### src/rtl/mult_div_pkg.sv
// Shared encodings for the multicycle multiply/divide unit.
package mult_div_pkg;

   typedef enum logic [1:0] {
      OP_MULT  = 2'b00,
      OP_MULTU = 2'b01,
      OP_DIV   = 2'b10,
      OP_DIVU  = 2'b11
   } op_t;

   typedef enum logic [1:0] {
      ST_IDLE = 2'b00,
      ST_RUN  = 2'b01,
      ST_FIX  = 2'b10,
      ST_DONE = 2'b11
   } state_t;

   function automatic logic is_div(input logic [1:0] op);
      return op[1];
   endfunction

   function automatic logic is_signed_op(input logic [1:0] op);
      return ~op[0];
   endfunction

endpackage

### src/rtl/md_step.sv
// One iteration of the shared datapath: shift-add for multiply, restoring shift-subtract for divide.
module md_step
   import mult_div_pkg::*;
#(
   parameter int WIDTH = 32
) (
   input  logic [1:0]         mode,
   input  logic [2*WIDTH-1:0] part,
   input  logic [WIDTH-1:0]   operand,
   output logic [2*WIDTH-1:0] next_part,
   output logic               q_bit
);

   logic [WIDTH:0] sum;
   logic [WIDTH:0] trial;
   logic [WIDTH:0] diff;

   always_comb begin
      sum       = {1'b0, part[2*WIDTH-1:WIDTH]} + {1'b0, operand};
      trial     = {part[2*WIDTH-1:WIDTH], part[WIDTH-1]};
      diff      = trial - {1'b0, operand};
      q_bit     = 1'b0;
      next_part = part;
      if (is_div(mode)) begin
         // diff[WIDTH] is the borrow: set exactly when the trial subtraction goes negative
         q_bit = ~diff[WIDTH];
         if (q_bit)
            next_part = {diff[WIDTH-1:0], part[WIDTH-2:0], 1'b0};
         else
            next_part = {trial[WIDTH-1:0], part[WIDTH-2:0], 1'b0};
      end else if (part[0]) begin
         next_part = {sum, part[WIDTH-1:1]};
      end else begin
         next_part = {1'b0, part[2*WIDTH-1:1]};
      end
   end

endmodule

### src/rtl/mult_div_n.sv
// Multicycle signed/unsigned multiply/divide unit owning the HI/LO result registers.
module mult_div_n
   import mult_div_pkg::*;
#(
   parameter int WIDTH = 32,
   parameter int CNT_W = $clog2(WIDTH) + 1
) (
   input  logic             clk,
   input  logic             reset,
   input  logic             start,
   input  logic [1:0]       op,
   input  logic [WIDTH-1:0] a,
   input  logic [WIDTH-1:0] b,
   output logic             busy,
   output logic             done,
   output logic             div_zero,
   output logic [WIDTH-1:0] hi,
   output logic [WIDTH-1:0] lo
);

   state_t               state;
   logic [1:0]           op_r;
   logic [2*WIDTH-1:0]   acc;
   logic [WIDTH-1:0]     mag_b;
   logic                 neg_lo;
   logic                 neg_hi;
   logic [CNT_W-1:0]     cnt;
   logic [2*WIDTH-1:0]   step_part;
   logic                 q_bit;
   logic                 sgn_a;
   logic                 sgn_b;

   function automatic logic [WIDTH-1:0] cond_neg(input logic [WIDTH-1:0] v, input logic neg);
      return neg ? (~v + 1'b1) : v;
   endfunction

   function automatic logic [2*WIDTH-1:0] cond_neg2(input logic [2*WIDTH-1:0] v, input logic neg);
      return neg ? (~v + 1'b1) : v;
   endfunction

   assign sgn_a = is_signed_op(op) & a[WIDTH-1];
   assign sgn_b = is_signed_op(op) & b[WIDTH-1];

   md_step #(.WIDTH(WIDTH)) u_step (
      .mode      (op_r),
      .part      (acc),
      .operand   (mag_b),
      .next_part (step_part),
      .q_bit     (q_bit)
   );

   always_ff @(posedge clk or negedge reset) begin
      if (!reset) begin
         state    <= ST_IDLE;
         op_r     <= OP_MULT;
         acc      <= '0;
         mag_b    <= '0;
         neg_lo   <= 1'b0;
         neg_hi   <= 1'b0;
         cnt      <= '0;
         hi       <= '0;
         lo       <= '0;
         busy     <= 1'b0;
         done     <= 1'b0;
         div_zero <= 1'b0;
      end else begin
         case (state)
            ST_IDLE: begin
               if (start) begin
                  busy <= 1'b1;
                  op_r <= op;
                  if (is_div(op) && (b == '0)) begin
                     state    <= ST_DONE;
                     done     <= 1'b1;
                     div_zero <= 1'b1;
                  end else begin
                     state  <= ST_RUN;
                     cnt    <= CNT_W'(WIDTH);
                     acc    <= {{WIDTH{1'b0}}, cond_neg(a, sgn_a)};
                     mag_b  <= cond_neg(b, sgn_b);
                     neg_lo <= sgn_a ^ sgn_b;
                     // remainder follows the dividend; a product negates as a whole
                     neg_hi <= is_div(op) ? sgn_a : (sgn_a ^ sgn_b);
                  end
               end
            end
            ST_RUN: begin
               acc <= {step_part[2*WIDTH-1:1], step_part[0] | q_bit};
               cnt <= cnt - 1'b1;
               if (cnt == CNT_W'(1))
                  state <= ST_FIX;
            end
            ST_FIX: begin
               if (is_div(op_r)) begin
                  lo <= cond_neg(acc[WIDTH-1:0], neg_lo);
                  hi <= cond_neg(acc[2*WIDTH-1:WIDTH], neg_hi);
               end else begin
                  {hi, lo} <= cond_neg2(acc, neg_lo);
               end
               state    <= ST_DONE;
               done     <= 1'b1;
               div_zero <= 1'b0;
            end
            ST_DONE: begin
               state    <= ST_IDLE;
               busy     <= 1'b0;
               done     <= 1'b0;
               div_zero <= 1'b0;
            end
            default: state <= ST_IDLE;
         endcase
      end
   end

endmodule

### config.mk
export PLATFORM = sky130hd
export DESIGN_NAME = mult_div_n
export DESIGN_NICKNAME = d
export VERILOG_FILES = /design/src/rtl/mult_div_pkg.sv /design/src/rtl/md_step.sv /design/src/rtl/mult_div_n.sv
export SDC_FILE = /design/constraint.sdc
export NUM_CORES = 1
export LEC_CHECK = 0
export ABC_AREA = 1
export BUFFER_PORTS_ARGS = -buffer_cell sky130_fd_sc_hd__buf_2
export CELL_PAD_IN_SITES_DETAIL_PLACEMENT = 0
export CELL_PAD_IN_SITES_GLOBAL_PLACEMENT = 1
export CORE_ASPECT_RATIO = 1.25
export CORE_MARGIN = 2
export CORE_UTILIZATION = 39
export CTS_BUF_LIST = sky130_fd_sc_hd__clkbuf_16
export CTS_CLUSTER_DIAMETER = 120
export DETAILED_ROUTE_END_ITERATION = 8
export PLACE_DENSITY = 0.88
export SYNTH_ARGS = -nofsm -noshare
export SYNTH_HDL_FRONTEND = slang
export SYNTH_SLANG_ARGS = --single-unit
### constraint.sdc
create_clock -name clk -period 2.2 [get_ports clk]
set_input_delay 0.44 -clock clk [delete_from_list [all_inputs] [get_ports clk]]
set_output_delay 0.44 -clock clk [all_outputs]
set_load 0.005 [all_outputs]
### After elaboration in Yosys (flattened, before gate mapping)

Cells that the tools add are included.

| word-level totals | value |
|---|---|
| flip-flop bits (word level) | 175 |
| logic and storage cells | 83 |
| bits in latches | 0 |
| memory bits (read-only) | 0 |
| memories | 0 |
| RAM bits | 0 |

| cells by class | value |
|---|---|
| shift-type cells | 0 |
| $mul | 0 |
| reductions and logical operators | 15 |
| magnitude comparators | 0 |
| divide/modulo/power cells | 0 |
| multiplexer cells | 28 |
| bitwise gates (word level) | 12 |
| eq/ne operators | 8 |
| add/sub/neg operators | 8 |

Operators with widths:

| cell | number |
|---|---|
| 64-bit 2-to-1 mux | 6 |
| 32-bit 2-to-1 mux | 6 |
| 32-bit by 1-bit adder with 32-bit output (second input constant) | 4 |
| 32-bit inverter | 4 |
| 64-bit one-hot mux with 2 select lines | 1 |
| 64-bit by 1-bit adder with 64-bit output (second input constant) | 1 |
| 64-bit inverter | 1 |
| 32-bit by 32-bit adder with 33-bit output | 1 |
| 33-bit by 32-bit subtractor with 33-bit output | 1 |
| 32-bit logical NOT | 1 |
| 6-bit 2-to-1 mux | 2 |
| 6-bit one-hot mux with 2 select lines | 1 |
| 3-bit AND reduction | 4 |
| 2-bit inequality test (second input constant) | 4 |
| 2-bit one-hot mux with 4 select lines | 1 |
| 6-bit by 1-bit == test with 1-bit output (second input constant) | 1 |
| 2-bit 2-to-1 mux | 3 |
| 2-bit AND reduction | 3 |
| 2-bit nonzero test | 3 |
| 6-bit by 1-bit subtractor with 6-bit output (second input constant) | 1 |
| 1-bit 2-to-1 mux | 5 |
| 2-bit == test (second input constant) | 2 |
| 1-bit one-hot mux with 2 select lines | 2 |
| 1-bit inverter | 3 |
| other kinds (9) | 10 |

### Longest topological paths before layout

| logic depth | value |
|---|---|
| depth in word-level cells | 6 |
| gate-level depth with buffers | 20 |
| mapped depth without buffers | 18 |

### Hierarchy

Synthesis repeated with hierarchy kept, for this count alone.

| unflattened totals | value |
|---|---|
| cells, all modules | 2967 |
| area total of the unflattened synthesis | 17443.0 µm² |

Modules (own cells, without submodules):

| module | seq. area each (µm²) | times used | cells an instance | area each (µm²) |
|---|---|---|---|---|
| mult_div_n | 4379.2 | 1 | 1677 | 11399.7 |
| md_step | 0.0 | 1 | 1290 | 6043.3 |

### Worst setup path after synthesis

No wires, ideal clock.

| timing | value |
|---|---|
| kind | register to register |
| from | reg acc[0] |
| to | reg hi[26] |
| cell stages (with the launch flop) | 15 |
| arrival | 2320 ps |
| slack | -238 ps |
| period minus slack after synthesis | 2438 ps |
| required time | 2082 ps |
| path through | dfrtp_1 -> inv_2 -> clkbuf_1 -> clkbuf_1 -> ha_1 -> nand2_1 -> nor2_4 -> nand2_1 -> o21ai_2 -> nand4_1 -> or2_1 -> nand2_1 -> nand2_1 -> nand3_1 -> nand2_1 |

| between the ends | value |
|---|---|
| word-level cells in the longest chain between the ends | 4 |

Ends and longest elaborated chain:

| element | line | source |
|---|---|---|
| from (decl) | mult_div_n.sv:23 | `logic [2*WIDTH-1:0] acc;` |
| from (signal assigned) | mult_div_n.sv:79 | `acc <= {{WIDTH{1'b0}}, cond_neg(a, sgn_a)};` |
| from (signal assigned) | mult_div_n.sv:88 | `acc <= {step_part[2*WIDTH-1:1], step_part[0] \| q_bit};` |
| 64-bit inverter | mult_div_n.sv:38 | `return neg ? (~v + 1'b1) : v;` |
| 64-bit by 1-bit adder with 64-bit output | mult_div_n.sv:38 |  |
| 64-bit 2-to-1 mux | mult_div_n.sv:38 |  |
| 32-bit 2-to-1 mux | mult_div_n.sv:94 | `if (is_div(op_r)) begin` |
| to (signal assigned) | mult_div_n.sv:96 | `hi <= cond_neg(acc[2*WIDTH-1:WIDTH], neg_hi);` |
| to (signal assigned) | mult_div_n.sv:98 | `{hi, lo} <= cond_neg2(acc, neg_lo);` |
| to (decl) | mult_div_n.sv:17 | `output logic [WIDTH-1:0] hi,` |

Every way passes these cells.
A chain may end at the register's enable or synchronous reset.

### Worst setup path after layout

| timing | value |
|---|---|
| from | reg mag_b[29] |
| to | reg acc[63] |

| between the ends | value |
|---|---|
| word-level cells in the longest chain between the ends | 4 |
| elaborated cells between the ends (all ways) | 6 |
| classes of those cells | 2 x add/sub; 4 x mux |

Ends and longest elaborated chain:

| element | line | source |
|---|---|---|
| from (decl) | mult_div_n.sv:24 | `logic [WIDTH-1:0] mag_b;` |
| from (signal assigned) | mult_div_n.sv:80 | `mag_b <= cond_neg(b, sgn_b);` |
| 33-bit by 32-bit subtractor with 33-bit output / 32-bit by 32-bit adder with 33-bit output (equally long branches) | md_step.sv:21, md_step.sv:19 |  |
| 64-bit 2-to-1 mux, on equally long branches | md_step.sv:27, md_step.sv:31 |  |
| 64-bit 2-to-1 mux (*) | md_step.sv:24 | `if (is_div(mode)) begin` |
| 64-bit one-hot mux with 2 select lines (*) | mult_div_n.sv:67 | `case (state)` |

Every way passes the cells marked *; elsewhere a longest branch is shown, timed or not.

==> results.cfg <==
[status]
status = finished with violations
violations = setup timing

[timing]
finalCritPeriodShare_pct = 108.9
report.final.slew_viol_count = 0
fin_worst_skew_ns = 0.02110
finalSetupViolCount = 34
worst_slack_ns = -0.1960
worstMarginPinSlew_ns = 0.7428
rsz0062_at_grt = yes
hold_violations = 0
fin_crit_ns = 2.396
fmaxAchievable_mhz = 417.4
max_slew_margin_pct = 49.96
tns_ns = -4.499

[placed_design]
place_congestion = 0.9913
dp_hpwl_mm = 60.20
detailedPlace.worstSlack_ns = -0.5933
dpl.cell_count = 3865
io_buffers = 135

[power_and_ir_drop]
p_leak_nw = 12.20
ir_worst_vdd_uv = 885.1
finalPower_mw = 42.14
power.density_nw_per_um2 = 1776

[die]
ioPinCount = 136
dieArea_um2 = 45510
num_rows = 85
initial_utilization_pct = 39.57
die_w_um = 191.2
die_h_um = 238.0
core_area_um2 = 43180

[setup_path]
regToRegStartpoint = mag_b[29]$_DFFE_PN0P_
regToRegSetupSlack_ns = -0.20
crit_path_start_kind = register
end_kind = register
critPathKind = reg -> reg
reg2reg_depth = 16
critPathMaxFanout = 4
cp_data_required_time_ns = 2.57
arrival_ns = 2.77
reg2reg_to = acc[63]$_DFFE_PN0P_

[route]
vias_per_cell = 5.291
detail_route.wirelength_mm = 75.46
ant_nets = 0
avgRoutedWirePerCell_um = 19.15
firstDrtPassIters = 6
drc = 0
drt-initial-drc-count = 1512
vias = 20850

[cts]
clk_pin_slew_ns = 0.09
cts_made_buffers = 17
clock-sinks = 174
clk_latency_ns = 0.49
cts-root-buf = clkbuf_16
cts_buffer_depth = 2
cts-htree-levels = 4
cts_tree = done

[yosys]
synth_area_leader_cell = dfrtp_1
yosysTopAreaCellShare_pct = 25.49
yosys_register_bits = 174
synthFlopType = dfrtp_1
synthesis.area_um2 = 17090
async_flop_share_pct = 100.0
ys_top_cells_by_area = dfrtp_1 25%, nand2_1 20%, inv_1 8.2%, nand3_1 7.1%, nor2_1 6.4%
seq_area_frac_synth_pct = 25.49
syn_inst = 2849
synthTopCellsByCount = 928 x nand2_1, 373 x inv_1, 293 x nor2_1
synth_cell_types = 51
synth_edf_count = 0
synth_most_common_cell = nand2_1
syn_nets = 2994
postSynthAreaPerCell_um2 = 5.997
yosys_warnings = 0

[layout]
final_nets = 3507
n_antenna_cell = 0
layout-drive-gt1-share_pct = 28.15
utilization_pct = 54.95
num-fill-cells = 4328
final_cells = 3940
synthToLayoutAreaGrowth_pct = 38.88

[min_path]
hold_depth = 4
hp-start = b[24]
min_path_type = in -> reg
hold_end = mag_b[24]$_DFFE_PN0P_

[global_routing]
grt_pass1_vias = 20140
antenna_found_initial = 1
track_usage_pct = 32.77
grt_pass1_wl_mm = 113.4
grt_overflow = 0
grt_max_degree = 104

[job]
max_cap_violations = 0
-- metal layers --
metal | share of wire [%] | routed length, um | GRT usage, % | up-vias
met5 | 0 | 0 | 0 | -
met4 | 7.7 | 5822 | 22.68 | 0
met3 | 4.4 | 3332 | 4.368 | 255
met2 | 51 | 38110 | 58.66 | 695
met1 | 37 | 28190 | 35.47 | 9716
li1 | - | - | - | 10180
-- through the flow --
| stage | cell area [um^2] | hold WS (ns) |
|---|---|---|
| floorplan | 17120 | 0.1444 |
| global placement | 21320 | 0.3875 |
| detailed placement | 21320 | 0.3873 |
| CTS | 22880 | 0.2772 |
| global route | 23730 | 0.3153 |
| finish | 23730 | 0.2980 |
-- layout make-up --
type / instances / area (um^2) / area share (%)
multi-input cells: 2208 / 12310 / 51.87
flip-flops and latches: 174 / 4373 / 18.43
repair buffers: 578 / 4295 / 18.10
inverters: 383 / 1451 / 6.117
well taps: 565 / 706.9 / 2.979
clock buffers: 17 / 425.4 / 1.793
clock inverters: 15 / 167.7 / 0.7066
-- state kept, by name, indices dropped and copies added, names as in the netlist --
| signal | cells |
|---|---|
| done | 1 |
| busy | 1 |
| op_r | 1 |
| neg_hi | 1 |
| state | 2 |
| lo | 32 |
| cnt | 6 |
| neg_lo | 1 |
| div_zero | 1 |
| acc | 64 |
| mag_b | 32 |
| hi | 32 |
-- critical path, cell delays in order (launching register included) --
cell and delay [ns]:
dfrtp_1 0.39, inv_1 0.19, ha_4 0.26, nand2_1 0.08
a21oi_1 0.06, nor2_1 0.12, nand2_1 0.14, a21oi_4 0.16
buf_12 0.14, nand2_8 0.08, nand2_8 0.08, buf_6 0.11
nand2_4 0.07, nand2_1 0.08, nand3_1 0.15, nand3_1 0.12
nand2_1 0.05
-- repair_timing --
item / CTS / global route
endpoints found under the hold margin: 30 / 0
resized for setup: 183 / 162
gates cloned: 3 / 1
setup endpoints to repair: 47 / 71
pin swaps: 40 / 66
setup buffers: 12 / 26
hold buffers: 1 / 0
-- placed cells by master, fill, tap and decap left out, drive strengths merged, types with 22 or more instances in the layout --
master and instances:
nand2 943, buf 577, inv 389, nor2 302, nand3 256, o21ai 197
dfrtp 174, a21oi 157, xor2 75, ha 74, nand4 32, nor3 30
a31oi 26, nand3b 22
-- how the worst max path moves through the flow --
| stage | from | end | slack [ns] | depth (start not counted) |
|---|---|---|---|---|
| floorplan | acc[31]$_DFFE_PN0P_ | acc[53]$_DFFE_PN0P_ | -0.03 | 19 |
| global placement | b[0] | mag_b[26]$_DFFE_PN0P_ | -0.59 | 11 |
| finish | mag_b[29]$_DFFE_PN0P_ | acc[63]$_DFFE_PN0P_ | -0.20 | 16 |
| global route | mag_b[0]$_DFFE_PN0P_ | acc[46]$_DFFE_PN0P_ | -0.30 | 17 |
| CTS | mag_b[0]$_DFFE_PN0P_ | acc[46]$_DFFE_PN0P_ | -0.14 | 18 |
| detailed placement | b[0] | mag_b[26]$_DFFE_PN0P_ | -0.59 | 11 |
-- kinds of logic after synthesis --
kind of cell,count (synthesis),share of synthesized area (%)
AO/OA/AOI/OAI,425,13.47
adder cells (fa/ha/maj),76,5.654
buffers and inverters,471,10.84
XOR/XNOR,89,4.562
flip-flops,174,25.49
AND/OR/NAND/NOR,1614,39.99
-- where the power goes --
group	leakage, nW	switching [mW]	internal [mW]
Sequential	2.12	1.28	4.75
Clock	0.286	1.64	1.53
Combinational	9.79	19.4	13.5
No activity file was read; power rests on OpenSTA's default activity.
